## config.mk

```make
export PLATFORM = sky130hd
export DESIGN_NAME = tl_inflight_buffer_flat
export DESIGN_NICKNAME = d
export VERILOG_FILES = /design/src/rtl/tl_inflight_buffer_if.sv /design/src/rtl/tl_inflight_buffer.sv /design/src/flat_wrapper.sv
export SDC_FILE = /design/constraint.sdc
export NUM_CORES = 1
export LEC_CHECK = 0
export ABC_AREA = 1
export CORE_AREA = 4 4 473 475
export DETAILED_ROUTE_END_ITERATION = 12
export DIE_AREA = 0 0 477 479
export SYNTH_ARGS = -nofsm -noshare
export SYNTH_HDL_FRONTEND = slang
export SYNTH_SLANG_ARGS = --single-unit
```

## constraint.sdc

```tcl
create_clock -name clock -period 28.6 [get_ports clock]
set_input_delay 8.58 -clock clock [delete_from_list [all_inputs] [get_ports clock]]
set_output_delay 8.58 -clock clock [all_outputs]
set_load 0.02 [all_outputs]
```

## src/rtl/tl_inflight_buffer_if.sv

```systemverilog
// tl_inflight_buffer_if
//   Groups the TileLink A/D handshakes seen by tl_inflight_buffer.
//   auto_in_*  : upstream side (A arrives here, D leaves here)
//   auto_out_* : downstream side toward the width widget (A leaves, D arrives)
//   Modports:
//     slave  - the buffer itself
//     master - the environment driving upstream A / downstream D
interface tl_inflight_buffer_if;
  logic         auto_in_a_valid;
  logic         auto_in_a_ready;
  logic [2:0]   auto_in_a_bits_opcode;
  logic [2:0]   auto_in_a_bits_size;
  logic [1:0]   auto_in_a_bits_source;
  logic [35:0]  auto_in_a_bits_address;
  logic [31:0]  auto_in_a_bits_mask;
  logic [255:0] auto_in_a_bits_data;

  logic         auto_out_a_valid;
  logic         auto_out_a_ready;
  logic [2:0]   auto_out_a_bits_opcode;
  logic [2:0]   auto_out_a_bits_size;
  logic [1:0]   auto_out_a_bits_source;
  logic [35:0]  auto_out_a_bits_address;
  logic [31:0]  auto_out_a_bits_mask;
  logic [255:0] auto_out_a_bits_data;

  logic         auto_out_d_valid;
  logic         auto_out_d_ready;
  logic [2:0]   auto_out_d_bits_opcode;
  logic [2:0]   auto_out_d_bits_size;
  logic [1:0]   auto_out_d_bits_source;
  logic         auto_out_d_bits_denied;
  logic [255:0] auto_out_d_bits_data;
  logic         auto_out_d_bits_corrupt;

  logic         auto_in_d_valid;
  logic         auto_in_d_ready;
  logic [2:0]   auto_in_d_bits_opcode;
  logic [2:0]   auto_in_d_bits_size;
  logic [1:0]   auto_in_d_bits_source;
  logic         auto_in_d_bits_denied;
  logic [255:0] auto_in_d_bits_data;
  logic         auto_in_d_bits_corrupt;

  modport slave (
    input  auto_in_a_valid, auto_in_a_bits_opcode, auto_in_a_bits_size,
           auto_in_a_bits_source, auto_in_a_bits_address, auto_in_a_bits_mask,
           auto_in_a_bits_data,
    output auto_in_a_ready,
    output auto_out_a_valid, auto_out_a_bits_opcode, auto_out_a_bits_size,
           auto_out_a_bits_source, auto_out_a_bits_address, auto_out_a_bits_mask,
           auto_out_a_bits_data,
    input  auto_out_a_ready,
    input  auto_out_d_valid, auto_out_d_bits_opcode, auto_out_d_bits_size,
           auto_out_d_bits_source, auto_out_d_bits_denied, auto_out_d_bits_data,
           auto_out_d_bits_corrupt,
    output auto_out_d_ready,
    output auto_in_d_valid, auto_in_d_bits_opcode, auto_in_d_bits_size,
           auto_in_d_bits_source, auto_in_d_bits_denied, auto_in_d_bits_data,
           auto_in_d_bits_corrupt,
    input  auto_in_d_ready
  );

  modport master (
    output auto_in_a_valid, auto_in_a_bits_opcode, auto_in_a_bits_size,
           auto_in_a_bits_source, auto_in_a_bits_address, auto_in_a_bits_mask,
           auto_in_a_bits_data,
    input  auto_in_a_ready,
    input  auto_out_a_valid, auto_out_a_bits_opcode, auto_out_a_bits_size,
           auto_out_a_bits_source, auto_out_a_bits_address, auto_out_a_bits_mask,
           auto_out_a_bits_data,
    output auto_out_a_ready,
    output auto_out_d_valid, auto_out_d_bits_opcode, auto_out_d_bits_size,
           auto_out_d_bits_source, auto_out_d_bits_denied, auto_out_d_bits_data,
           auto_out_d_bits_corrupt,
    input  auto_out_d_ready,
    input  auto_in_d_valid, auto_in_d_bits_opcode, auto_in_d_bits_size,
           auto_in_d_bits_source, auto_in_d_bits_denied, auto_in_d_bits_data,
           auto_in_d_bits_corrupt,
    output auto_in_d_ready
  );
endinterface

```

## src/rtl/tl_inflight_buffer.sv

```systemverilog
// tl_inflight_buffer
//   Registered A and D queues between a TileLink client and the width widget,
//   plus per-source in-flight tracking with a sticky protocol error flag.
//   Ports:
//     clock         - sole clock, rising edge
//     reset         - asynchronous, active-low
//     bus           - A/D handshakes (tl_inflight_buffer_if.slave)
//     inflight_busy - bit s set while source s has a request outstanding
//     protocol_err  - sticky; duplicate A on a busy source or orphan D
module tl_inflight_buffer #(
  parameter int DEPTH_A = 2,
  parameter int DEPTH_D = 2
) (
  input  logic                  clock,
  input  logic                  reset,
  tl_inflight_buffer_if.slave   bus,
  output logic [3:0]            inflight_busy,
  output logic                  protocol_err
);

  localparam int A_W  = 3 + 3 + 2 + 36 + 32 + 256;
  localparam int D_W  = 3 + 3 + 2 + 1 + 256 + 1;
  localparam int AP_W = $clog2(DEPTH_A);
  localparam int DP_W = $clog2(DEPTH_D);
  localparam int AC_W = AP_W + 1;
  localparam int DC_W = DP_W + 1;
  localparam logic [AC_W-1:0] A_FULL = AC_W'(DEPTH_A);
  localparam logic [DC_W-1:0] D_FULL = DC_W'(DEPTH_D);

  // ---------------- A queue ----------------
  logic [A_W-1:0]  mem_a [DEPTH_A];
  logic [AP_W-1:0] wr_ptr_a, rd_ptr_a;
  logic [AC_W-1:0] cnt_a;
  logic [A_W-1:0]  head_a;
  logic            a_in_ready, a_out_valid, a_enq, a_deq;

  // Ready depends only on the registered count, so a dequeue in a full cycle
  // opens the queue one cycle later. Gated by reset so it reads 0 in reset.
  assign a_in_ready  = (cnt_a != A_FULL) && reset;
  assign a_out_valid = (cnt_a != '0);
  assign a_enq       = bus.auto_in_a_valid && a_in_ready;
  assign a_deq       = a_out_valid && bus.auto_out_a_ready;
  assign head_a      = mem_a[rd_ptr_a];

  always_ff @(posedge clock) begin
    if (a_enq) begin
      mem_a[wr_ptr_a] <= {bus.auto_in_a_bits_opcode, bus.auto_in_a_bits_size,
                          bus.auto_in_a_bits_source, bus.auto_in_a_bits_address,
                          bus.auto_in_a_bits_mask, bus.auto_in_a_bits_data};
    end
  end

  always_ff @(posedge clock or negedge reset) begin
    if (!reset) begin
      wr_ptr_a <= '0;
      rd_ptr_a <= '0;
      cnt_a    <= '0;
    end else begin
      if (a_enq) wr_ptr_a <= wr_ptr_a + 1'b1;
      if (a_deq) rd_ptr_a <= rd_ptr_a + 1'b1;
      case ({a_enq, a_deq})
        2'b10:   cnt_a <= cnt_a + 1'b1;
        2'b01:   cnt_a <= cnt_a - 1'b1;
        default: cnt_a <= cnt_a;
      endcase
    end
  end

  assign bus.auto_in_a_ready  = a_in_ready;
  assign bus.auto_out_a_valid = a_out_valid;
  assign {bus.auto_out_a_bits_opcode, bus.auto_out_a_bits_size,
          bus.auto_out_a_bits_source, bus.auto_out_a_bits_address,
          bus.auto_out_a_bits_mask, bus.auto_out_a_bits_data} = head_a;

  // ---------------- D queue ----------------
  logic [D_W-1:0]  mem_d [DEPTH_D];
  logic [DP_W-1:0] wr_ptr_d, rd_ptr_d;
  logic [DC_W-1:0] cnt_d;
  logic [D_W-1:0]  head_d;
  logic            d_in_ready, d_out_valid, d_enq, d_deq;

  assign d_in_ready  = (cnt_d != D_FULL) && reset;
  assign d_out_valid = (cnt_d != '0);
  assign d_enq       = bus.auto_out_d_valid && d_in_ready;
  assign d_deq       = d_out_valid && bus.auto_in_d_ready;
  assign head_d      = mem_d[rd_ptr_d];

  always_ff @(posedge clock) begin
    if (d_enq) begin
      mem_d[wr_ptr_d] <= {bus.auto_out_d_bits_opcode, bus.auto_out_d_bits_size,
                          bus.auto_out_d_bits_source, bus.auto_out_d_bits_denied,
                          bus.auto_out_d_bits_data, bus.auto_out_d_bits_corrupt};
    end
  end

  always_ff @(posedge clock or negedge reset) begin
    if (!reset) begin
      wr_ptr_d <= '0;
      rd_ptr_d <= '0;
      cnt_d    <= '0;
    end else begin
      if (d_enq) wr_ptr_d <= wr_ptr_d + 1'b1;
      if (d_deq) rd_ptr_d <= rd_ptr_d + 1'b1;
      case ({d_enq, d_deq})
        2'b10:   cnt_d <= cnt_d + 1'b1;
        2'b01:   cnt_d <= cnt_d - 1'b1;
        default: cnt_d <= cnt_d;
      endcase
    end
  end

  assign bus.auto_out_d_ready = d_in_ready;
  assign bus.auto_in_d_valid  = d_out_valid;
  assign {bus.auto_in_d_bits_opcode, bus.auto_in_d_bits_size,
          bus.auto_in_d_bits_source, bus.auto_in_d_bits_denied,
          bus.auto_in_d_bits_data, bus.auto_in_d_bits_corrupt} = head_d;

  // ---------------- source tracking ----------------
  // Requests are tracked as they leave toward the widget and retired as the
  // response leaves upstream. Clear is applied before set so a same-cycle
  // retire/reissue of one source leaves it busy.
  logic [1:0] a_src, d_src;
  logic [3:0] set_mask, clr_mask, busy_next;
  logic       dup_a, orphan_d;

  assign a_src     = bus.auto_out_a_bits_source;
  assign d_src     = bus.auto_in_d_bits_source;
  assign set_mask  = a_deq ? (4'b0001 << a_src) : 4'b0000;
  assign clr_mask  = d_deq ? (4'b0001 << d_src) : 4'b0000;
  assign busy_next = (inflight_busy & ~clr_mask) | set_mask;
  assign dup_a     = a_deq && inflight_busy[a_src] && !clr_mask[a_src];
  assign orphan_d  = d_deq && !inflight_busy[d_src];

  always_ff @(posedge clock or negedge reset) begin
    if (!reset) begin
      inflight_busy <= '0;
      protocol_err  <= 1'b0;
    end else begin
      inflight_busy <= busy_next;
      if (dup_a || orphan_d) protocol_err <= 1'b1;
    end
  end

endmodule

```

## src/flat_wrapper.sv

```systemverilog
// flat-port wrapper written by rule: the top's interface ports become plain ports
module tl_inflight_buffer_flat 
#(
  parameter int DEPTH_A = 2,
  parameter int DEPTH_D = 2
)
  (clock, reset, inflight_busy, protocol_err, bus_auto_in_a_valid, bus_auto_in_a_bits_opcode, bus_auto_in_a_bits_size, bus_auto_in_a_bits_source, bus_auto_in_a_bits_address, bus_auto_in_a_bits_mask, bus_auto_in_a_bits_data, bus_auto_in_a_ready, bus_auto_out_a_valid, bus_auto_out_a_bits_opcode, bus_auto_out_a_bits_size, bus_auto_out_a_bits_source, bus_auto_out_a_bits_address, bus_auto_out_a_bits_mask, bus_auto_out_a_bits_data, bus_auto_out_a_ready, bus_auto_out_d_valid, bus_auto_out_d_bits_opcode, bus_auto_out_d_bits_size, bus_auto_out_d_bits_source, bus_auto_out_d_bits_denied, bus_auto_out_d_bits_data, bus_auto_out_d_bits_corrupt, bus_auto_out_d_ready, bus_auto_in_d_valid, bus_auto_in_d_bits_opcode, bus_auto_in_d_bits_size, bus_auto_in_d_bits_source, bus_auto_in_d_bits_denied, bus_auto_in_d_bits_data, bus_auto_in_d_bits_corrupt, bus_auto_in_d_ready);
  tl_inflight_buffer_if bus_i ();
  input  logic clock;
  input  logic reset;
  output logic [3:0] inflight_busy;
  output logic protocol_err;
  input wire logic [$bits(bus_i.auto_in_a_valid)-1:0] bus_auto_in_a_valid;
  input wire logic [$bits(bus_i.auto_in_a_bits_opcode)-1:0] bus_auto_in_a_bits_opcode;
  input wire logic [$bits(bus_i.auto_in_a_bits_size)-1:0] bus_auto_in_a_bits_size;
  input wire logic [$bits(bus_i.auto_in_a_bits_source)-1:0] bus_auto_in_a_bits_source;
  input wire logic [$bits(bus_i.auto_in_a_bits_address)-1:0] bus_auto_in_a_bits_address;
  input wire logic [$bits(bus_i.auto_in_a_bits_mask)-1:0] bus_auto_in_a_bits_mask;
  input wire logic [$bits(bus_i.auto_in_a_bits_data)-1:0] bus_auto_in_a_bits_data;
  output wire logic [$bits(bus_i.auto_in_a_ready)-1:0] bus_auto_in_a_ready;
  output wire logic [$bits(bus_i.auto_out_a_valid)-1:0] bus_auto_out_a_valid;
  output wire logic [$bits(bus_i.auto_out_a_bits_opcode)-1:0] bus_auto_out_a_bits_opcode;
  output wire logic [$bits(bus_i.auto_out_a_bits_size)-1:0] bus_auto_out_a_bits_size;
  output wire logic [$bits(bus_i.auto_out_a_bits_source)-1:0] bus_auto_out_a_bits_source;
  output wire logic [$bits(bus_i.auto_out_a_bits_address)-1:0] bus_auto_out_a_bits_address;
  output wire logic [$bits(bus_i.auto_out_a_bits_mask)-1:0] bus_auto_out_a_bits_mask;
  output wire logic [$bits(bus_i.auto_out_a_bits_data)-1:0] bus_auto_out_a_bits_data;
  input wire logic [$bits(bus_i.auto_out_a_ready)-1:0] bus_auto_out_a_ready;
  input wire logic [$bits(bus_i.auto_out_d_valid)-1:0] bus_auto_out_d_valid;
  input wire logic [$bits(bus_i.auto_out_d_bits_opcode)-1:0] bus_auto_out_d_bits_opcode;
  input wire logic [$bits(bus_i.auto_out_d_bits_size)-1:0] bus_auto_out_d_bits_size;
  input wire logic [$bits(bus_i.auto_out_d_bits_source)-1:0] bus_auto_out_d_bits_source;
  input wire logic [$bits(bus_i.auto_out_d_bits_denied)-1:0] bus_auto_out_d_bits_denied;
  input wire logic [$bits(bus_i.auto_out_d_bits_data)-1:0] bus_auto_out_d_bits_data;
  input wire logic [$bits(bus_i.auto_out_d_bits_corrupt)-1:0] bus_auto_out_d_bits_corrupt;
  output wire logic [$bits(bus_i.auto_out_d_ready)-1:0] bus_auto_out_d_ready;
  output wire logic [$bits(bus_i.auto_in_d_valid)-1:0] bus_auto_in_d_valid;
  output wire logic [$bits(bus_i.auto_in_d_bits_opcode)-1:0] bus_auto_in_d_bits_opcode;
  output wire logic [$bits(bus_i.auto_in_d_bits_size)-1:0] bus_auto_in_d_bits_size;
  output wire logic [$bits(bus_i.auto_in_d_bits_source)-1:0] bus_auto_in_d_bits_source;
  output wire logic [$bits(bus_i.auto_in_d_bits_denied)-1:0] bus_auto_in_d_bits_denied;
  output wire logic [$bits(bus_i.auto_in_d_bits_data)-1:0] bus_auto_in_d_bits_data;
  output wire logic [$bits(bus_i.auto_in_d_bits_corrupt)-1:0] bus_auto_in_d_bits_corrupt;
  input wire logic [$bits(bus_i.auto_in_d_ready)-1:0] bus_auto_in_d_ready;
  assign bus_i.auto_in_a_valid = bus_auto_in_a_valid;
  assign bus_i.auto_in_a_bits_opcode = bus_auto_in_a_bits_opcode;
  assign bus_i.auto_in_a_bits_size = bus_auto_in_a_bits_size;
  assign bus_i.auto_in_a_bits_source = bus_auto_in_a_bits_source;
  assign bus_i.auto_in_a_bits_address = bus_auto_in_a_bits_address;
  assign bus_i.auto_in_a_bits_mask = bus_auto_in_a_bits_mask;
  assign bus_i.auto_in_a_bits_data = bus_auto_in_a_bits_data;
  assign bus_auto_in_a_ready = bus_i.auto_in_a_ready;
  assign bus_auto_out_a_valid = bus_i.auto_out_a_valid;
  assign bus_auto_out_a_bits_opcode = bus_i.auto_out_a_bits_opcode;
  assign bus_auto_out_a_bits_size = bus_i.auto_out_a_bits_size;
  assign bus_auto_out_a_bits_source = bus_i.auto_out_a_bits_source;
  assign bus_auto_out_a_bits_address = bus_i.auto_out_a_bits_address;
  assign bus_auto_out_a_bits_mask = bus_i.auto_out_a_bits_mask;
  assign bus_auto_out_a_bits_data = bus_i.auto_out_a_bits_data;
  assign bus_i.auto_out_a_ready = bus_auto_out_a_ready;
  assign bus_i.auto_out_d_valid = bus_auto_out_d_valid;
  assign bus_i.auto_out_d_bits_opcode = bus_auto_out_d_bits_opcode;
  assign bus_i.auto_out_d_bits_size = bus_auto_out_d_bits_size;
  assign bus_i.auto_out_d_bits_source = bus_auto_out_d_bits_source;
  assign bus_i.auto_out_d_bits_denied = bus_auto_out_d_bits_denied;
  assign bus_i.auto_out_d_bits_data = bus_auto_out_d_bits_data;
  assign bus_i.auto_out_d_bits_corrupt = bus_auto_out_d_bits_corrupt;
  assign bus_auto_out_d_ready = bus_i.auto_out_d_ready;
  assign bus_auto_in_d_valid = bus_i.auto_in_d_valid;
  assign bus_auto_in_d_bits_opcode = bus_i.auto_in_d_bits_opcode;
  assign bus_auto_in_d_bits_size = bus_i.auto_in_d_bits_size;
  assign bus_auto_in_d_bits_source = bus_i.auto_in_d_bits_source;
  assign bus_auto_in_d_bits_denied = bus_i.auto_in_d_bits_denied;
  assign bus_auto_in_d_bits_data = bus_i.auto_in_d_bits_data;
  assign bus_auto_in_d_bits_corrupt = bus_i.auto_in_d_bits_corrupt;
  assign bus_i.auto_in_d_ready = bus_auto_in_d_ready;
  tl_inflight_buffer #(.DEPTH_A(DEPTH_A), .DEPTH_D(DEPTH_D)) u_core (.clock(clock), .reset(reset), .bus(bus_i), .inflight_busy(inflight_busy), .protocol_err(protocol_err));
endmodule
```

==> impl_results.md, run 1 <==
* Run status: completed
* Hold/Removal Path Class: register to register
* FF-to-FF Start: u_core.cnt_a[0]$_DFFE_PN0P_
* Crit Path Category: input port to output pin
* Ys Warns at 0
* Synth Net Count at roughly 3,800
* FF-to-FF End: u_core.mem_a[0][134]$_DFFE_PP_
* Hold Path Depth at 1
* DRT Pass-1 Iters at 6
* Remaining global-route overflow at 0
* Core Area at approximately 0.22 mm^2
* CTS tree: yes
* Slew HR at 0.234
* Worst hold path endpoint: u_core.cnt_a[0]$_DFFE_PN0P_
* Via count at roughly 30,000
* Port bufs at 1,210
* Clock Sinks at roughly 1,200
* Cts bufs inserted at 139
* GR Util All Layers at 0.157
* Met3 routed WL at 24,600 um
* Final instance area at 0.0641 mm^2
* Detailed-placement wirelength estimate at 144,000 um
* Setup TNS at 0 ns
* Wire length on met1 at approximately 65,000 um
* Sequential share of the synthesized area at 0.821
* Postcts setup bufs at 0
* GPL Wtd Cong at 0.893
* Logic pwr share at 0.393
* Highest routed layer: met5
* #FFs+latches synth at 1,209
* Final setup fails at 0
* Sequential share of power at 0.345
* Height of the chip at 479 um
* Worst Hold Launch: u_core.cnt_a[0]$_DFFE_PN0P_
* Layout cell share with drive strength beyond 1 at 0.0526
* Skew final at 0.0630 ns
* Post-synth top flop: edfxtp_1
* Net Sw Power at around 2.5 mW
* Cts hold-fix bufs at 0
* Final Slew Violations at 0
* Leakage at approximately 24 nW
* Mapped Cells at between 3,000 and 4,000
* Mean post-synth cell area at 13.7 um^2
* Top-count cell post-synth: nand2_1
* Wirelength per Cell at 25.0 um
* Cell Rows at roughly 170
* Fin. Hold Viols at 0
* Max Clk Rate at 51.6 MHz
* Worst reg2reg path depth at 7
* Metal2 WL at 91,300 um
* R2R Setup Slk at 23.71 ns
* Drt drc at 0
* Yosys top cell area share at 0.813
* # nets final at 5,089
* Async S/R FF share, synth at 0.0108
* Sw frac at 0.379
* Post-route antenna net violation count at 0
* Area leader, netlist: edfxtp_1
* Critical Path AT at 10.79 ns
* Max Cap Violations at 0
* Worst Path Required at 20.02 ns
* Layout area overhead at 45.1%
* Clk buf depth at 3
* CTS Root Cell: clkbuf_16
* Worst setup SP type: input port
* Power Internal at 4.10 mW
* Netlist Area Pre-Place at approximately 0.044 mm^2
* Post-synth cell types at 22
* Starting density of the core at 0.201
* DR iter-0 viols at 2,444
* Initial antenna violation count at 184
* Ports at 1,211
* Vias/cell at 3.96
* RSZ-0062 raised after global routing: no
* DP Cell Count at around 7,000
* Post-synth top cells: nand2_1, edfxtp_1, buf_2
* Clk pwr share at 0.262
* Number of gates resized after CTS at 0
* Fin cells at 7,506
* Top cells by area, synth: edfxtp_1, nand2_1, buf_2
* Die width at 477 um
* Period minus WS final at 19.37 ns
* Global-route wire length before repair at 246,000 um
* Tcrit/Tclk final at 0.677
* Placement Cell Area at 0.0595 mm^2
* Worst-path fanout max at 14
* Maximum vdd drop at 0.0605 mV
* Slew @ Worst Pin at 1.15 ns
* CP endpoint kind: output pin
* CTS clk-pin slew, worst paths at 0.06 ns
* PD cells at 103 mW/mm^2
* Maximum number of pins on one net before global-route repair at 166
* Later-pin clock latency in the skew report at 0.80 ns
* Post-synth EDFFs at 1,196
* Number of global-route vias before repair at roughly 29,000
* DIE AREA at 0.228 mm^2
* Final wirelength at around 190,000 um
* H-tree lvl count at 4
-- stage by stage --
step | utilization | hold WS (ns) | setup slack, ns | power [mW]
finish | 0.292 | 0.530 | 9.23 | 6.60
global placement | 0.271 | 0.498 | 9.15 | 4.95
detailed placement | 0.271 | 0.515 | 9.11 | 4.96
floorplan | - | 0.482 | 4.57 | 3.63
global route | 0.292 | 0.546 | 9.02 | 6.91
CTS | 0.292 | 0.527 | 9.11 | 6.71
-- how the worst max path moves through the flow --
stage          startpoint                            to  depth (start not counted)
2_1_floorplan       reset  u_core.mem_a[0][0]$_DFFE_PP_                          4
6_report            reset           bus_auto_in_a_ready                          4
3_3_place_gp        reset           bus_auto_in_a_ready                          4
4_1_cts             reset           bus_auto_in_a_ready                          4
3_5_place_dp        reset           bus_auto_in_a_ready                          4
5_1_grt             reset           bus_auto_in_a_ready                          4
-- cell families (layout without fill, tap and decap cells) --
family	Yosys count	in the layout	share of synthesized area
and+or+nand+nor	1854	1854	0.159
adders and majority gates	2	2	0.000567
DFF	1209	1209	0.821
AOI/OAI and AO/OA	10	10	0.00122
xor gates and xnor gates	8	8	0.00159
other	0	50	0
buffers and inverters	151	1502	0.0168
-- flip-flops by register name, summed over array words and instances, names as in the netlist --
signal	count
u_core.mem_d	532
u_core.rd_ptr_d	1
u_core.wr_ptr_d	1
u_core.cnt_d	2
u_core.inflight_busy	4
u_core.cnt_a	2
u_core.rd_ptr_a	1
u_core.mem_a	664
u_core.protocol_err	1
u_core.wr_ptr_a	1
-- routing by layer --
layer / global-route usage / vias up
met5: 0 / -
met3: 0.0814 / 399
met2: 0.261 / 1527
met4: 0.0621 / 82
li1: - / 13500
met1: 0.169 / 14200
-- placed cells by master (no fill, tap or decap) --
master / netlist / routed
nand2_2: 9 / 9
inv_8: 0 / 1
clkinvlp_4: 0 / 4
clkinv_1: 0 / 23
ha_1: 2 / 2
inv_1: 14 / 14
clkinv_2: 0 / 16
diode_2: 0 / 50
a22o_1: 1 / 1
o21ai_0: 5 / 5
clkbuf_16: 0 / 139
nor2_4: 1 / 5
inv_16: 0 / 2
buf_4: 1 / 28
xnor2_1: 2 / 2
a21oi_1: 4 / 4
clkbuf_1: 8 / 33
buf_12: 0 / 3
inv_6: 0 / 6
clkinv_8: 0 / 3
dfrtp_4: 0 / 2
nor2_1: 15 / 11
xor2_1: 6 / 6
nand2_4: 2 / 2
edfxtp_1: 1196 / 1196
inv_2: 3 / 2
dfrtp_1: 13 / 11
nand2_1: 1816 / 1816
clkdlybuf4s50_1: 0 / 1210
bufinv_16: 0 / 8
clkinv_4: 0 / 2
nand2_8: 1 / 1
clkinv_16: 0 / 8
nand3_1: 10 / 10
-- final cells by class --
type                    instances  area, um^2
clock buffers                 172        3600
fillers                     22200      155000
flip-flops and latches       1209       36200
inverters                      18        87.6
diodes                         50         125
clock inverters                71         820
multi-input cells            1874        7210
well taps                    2871        3590
repair buffers               1241       12400
-- power groups by stage --
stage	registers [mW]	logic [mW]	clock network [mW]
final	2.28	2.60	1.73
after global routing	2.29	2.77	1.85
after CTS	2.28	2.66	1.77
after detailed placement	2.31	2.64	0
after global placement	2.31	2.64	0
after floorplan	2.40	1.23	0
-- critical path, stage by stage --
cell and delay (ns):
clkdlybuf4s50_1 0.92, inv_1 0.18, a21oi_1 0.40, clkdlybuf4s50_1 0.70
No activity file was read; power rests on OpenSTA's default activity.
==> run 2: changes to the inputs <==
- CORE_AREA: 4 4 473 475 -> 4 4 464 466
- DIE_AREA: 0 0 477 479 -> 0 0 468 470
- clock period: 28.6 -> 18.3 ns (I/O delays scaled with it)
==> run 2 against run 1 <==
Against the previous run: wire length shrank 1.2%; clock power grew 57%; critical path depth is the same; power grew 57%; global-route usage grew 0.42 points; via count grew 1.0%; sequential power grew 56%; largest cell class unchanged.
==> impl_results.md, run 2 (synthesized netlist as in run 1, its figures left out) <==
* Run status: completed
* Layout area overhead at 45.0%
* Final setup fails at 0
* Cts hold-fix bufs at 0
* Layout cell share with drive strength beyond 1 at 0.0517
* Tcrit/Tclk final at 0.717
* CP endpoint kind: output pin
* # nets final at 5,082
* Later-pin clock latency in the skew report at ~0.80 ns
* Starting density of the core at 0.209
* Remaining global-route overflow at 0
* Cts bufs inserted at 137
* Max FFs per register at 664
* Global-route wire length before repair at 243,000 um
* Setup TNS at 0 ns
* Height of the chip at 470 um
* Skew final at 0.0356 ns
* DRT Pass-1 Iters at 5
* Worst setup SP type: input port
* Core Area at 0.211 mm^2
* GR Util All Layers at 0.161
* Maximum number of pins on one net before global-route repair at 163
* Die width at 468 um
* Clk buf depth at 3
* Max Cap Violations at 0
* Largest regs: u_core.mem_a: 664 flops, u_core.mem_d: 532 flops, u_core.inflight_busy: 4 flops
* Critical Path AT at 7.63 ns
* Final Slew Violations at 0
* Number of global-route vias before repair at 29,000
* Cell Rows at roughly 170
* PD cells at 162 mW/mm^2
* Postcts setup bufs at 0
* Slew HR at 0.273
* Period minus WS final at 13.12 ns
* Leakage at between 20 and 25 nW
* Fillers at ~21,000
* DIE AREA at 0.220 mm^2
* Crit Path Category: input port to output pin
* Detailed-placement wirelength estimate at 143,000 um
* DR iter-0 viols at 2,741
* Via count at 30,000
* Slew @ Worst Pin at roughly 1.1 ns
* Drt drc at 0
* RSZ-0062 raised after global routing: no
* Hold/Removal Path Class: register to register
* Setup WS pre-CTS at around 5.2 ns
* GPL Wtd Cong at 0.899
* Worst-path fanout max at 14
* Number of gates resized after CTS at 0
* CTS tree: yes
* Vias/cell at 4.04
* Max Clk Rate at about 76 MHz
* Final wirelength at 185,000 um
* Wirelength per Cell at 24.9 um
* Setup ws final at slightly above 5 ns
* Clock Sinks at 1,209
* Most flops, register: u_core.mem_a
* Commonest non-fill, non-tap cell in the layout: nand2_1
* Maximum vdd drop at 0.110 mV
* CTS clk-pin slew, worst paths at 0.06 ns
* Worst Path Required at roughly 13 ns
* Port bufs at 1,210
* Fin. Hold Viols at 0
* Commonest non-fill, non-tap cells in the layout: nand2_1, clkdlybuf4s50_1, edfxtp_1
* Ports at 1,211
* CTS Root Cell: clkbuf_16
* Post-route antenna net violation count at 0
* H-tree lvl count at 4
* Hold_ws at 0.489 ns
* Initial antenna violation count at 151
-- run 2: worst max-delay path: stages --
cell             delay (ns)
clkdlybuf4s50_1        0.90
inv_1                  0.18
a21oi_1                0.35
clkdlybuf4s50_1        0.70
-- run 2: stage by stage --
stage / utilization / area, um^2 / cells / power [mW]
2_1_floorplan: - / 44200 / 3234 / 5.67
3_3_place_gp: 0.281 / 59500 / 7158 / 7.73
3_5_place_dp: 0.281 / 59500 / 7158 / 7.74
4_1_cts: 0.303 / 63900 / 7403 / 10.5
5_1_grt: 0.303 / 64000 / 7414 / 10.8
6_report: 0.303 / 64000 / 7437 / 10.3
-- run 2: path summary, 6_finish.rpt --
kind | startpoint | endpoint | slack (ns) | depth (start not counted)
worst max-delay path | reset | bus_auto_in_a_ready | 5.18 | 4
worst min-delay path | u_core.protocol_err$_DFFE_PN0P_ | u_core.protocol_err$_DFFE_PN0P_ | 0.49 | 2
worst max register to register | u_core.cnt_a[0]$_DFFE_PN0P_ | u_core.mem_a[1][137]$_DFFE_PP_ | 14.23 | 7
worst min register to register | u_core.protocol_err$_DFFE_PN0P_ | u_core.protocol_err$_DFFE_PN0P_ | 0.49 | 2
max in group asynchronous | reset | u_core.rd_ptr_a$_DFFE_PN0P_ | 12.67 | 1
min in group asynchronous | reset | u_core.cnt_d[1]$_DFFE_PN0P_ | 5.13 | 1
-- run 2: metal layers --
metal  vias up  GRT usage  wire [um]
met5         -          0        463
li1      13500          -          -
met1     14500      0.179      66200
met3       394     0.0785      24000
met2      1593      0.265      88000
met4        72     0.0605       6680
-- run 2: final cells by class --
class,count,area (um^2),share of cell area
well taps,2821,3530,0.0551
clock inverters,77,933,0.0146
repair buffers,1236,12400,0.193
clock buffers,168,3540,0.0554
flip-flops and latches,1209,36200,0.566
diodes,34,85.1,0.00133
multi-input cells,1874,7210,0.113
inverters,18,82.6,0.00129
-- run 2: report_power, final --
part | internal, mW | total (mW) | switching, mW
combinational | 1.44 | 4.07 | 2.63
clock | 1.55 | 2.72 | 1.17
sequential | 3.44 | 3.56 | 0.113
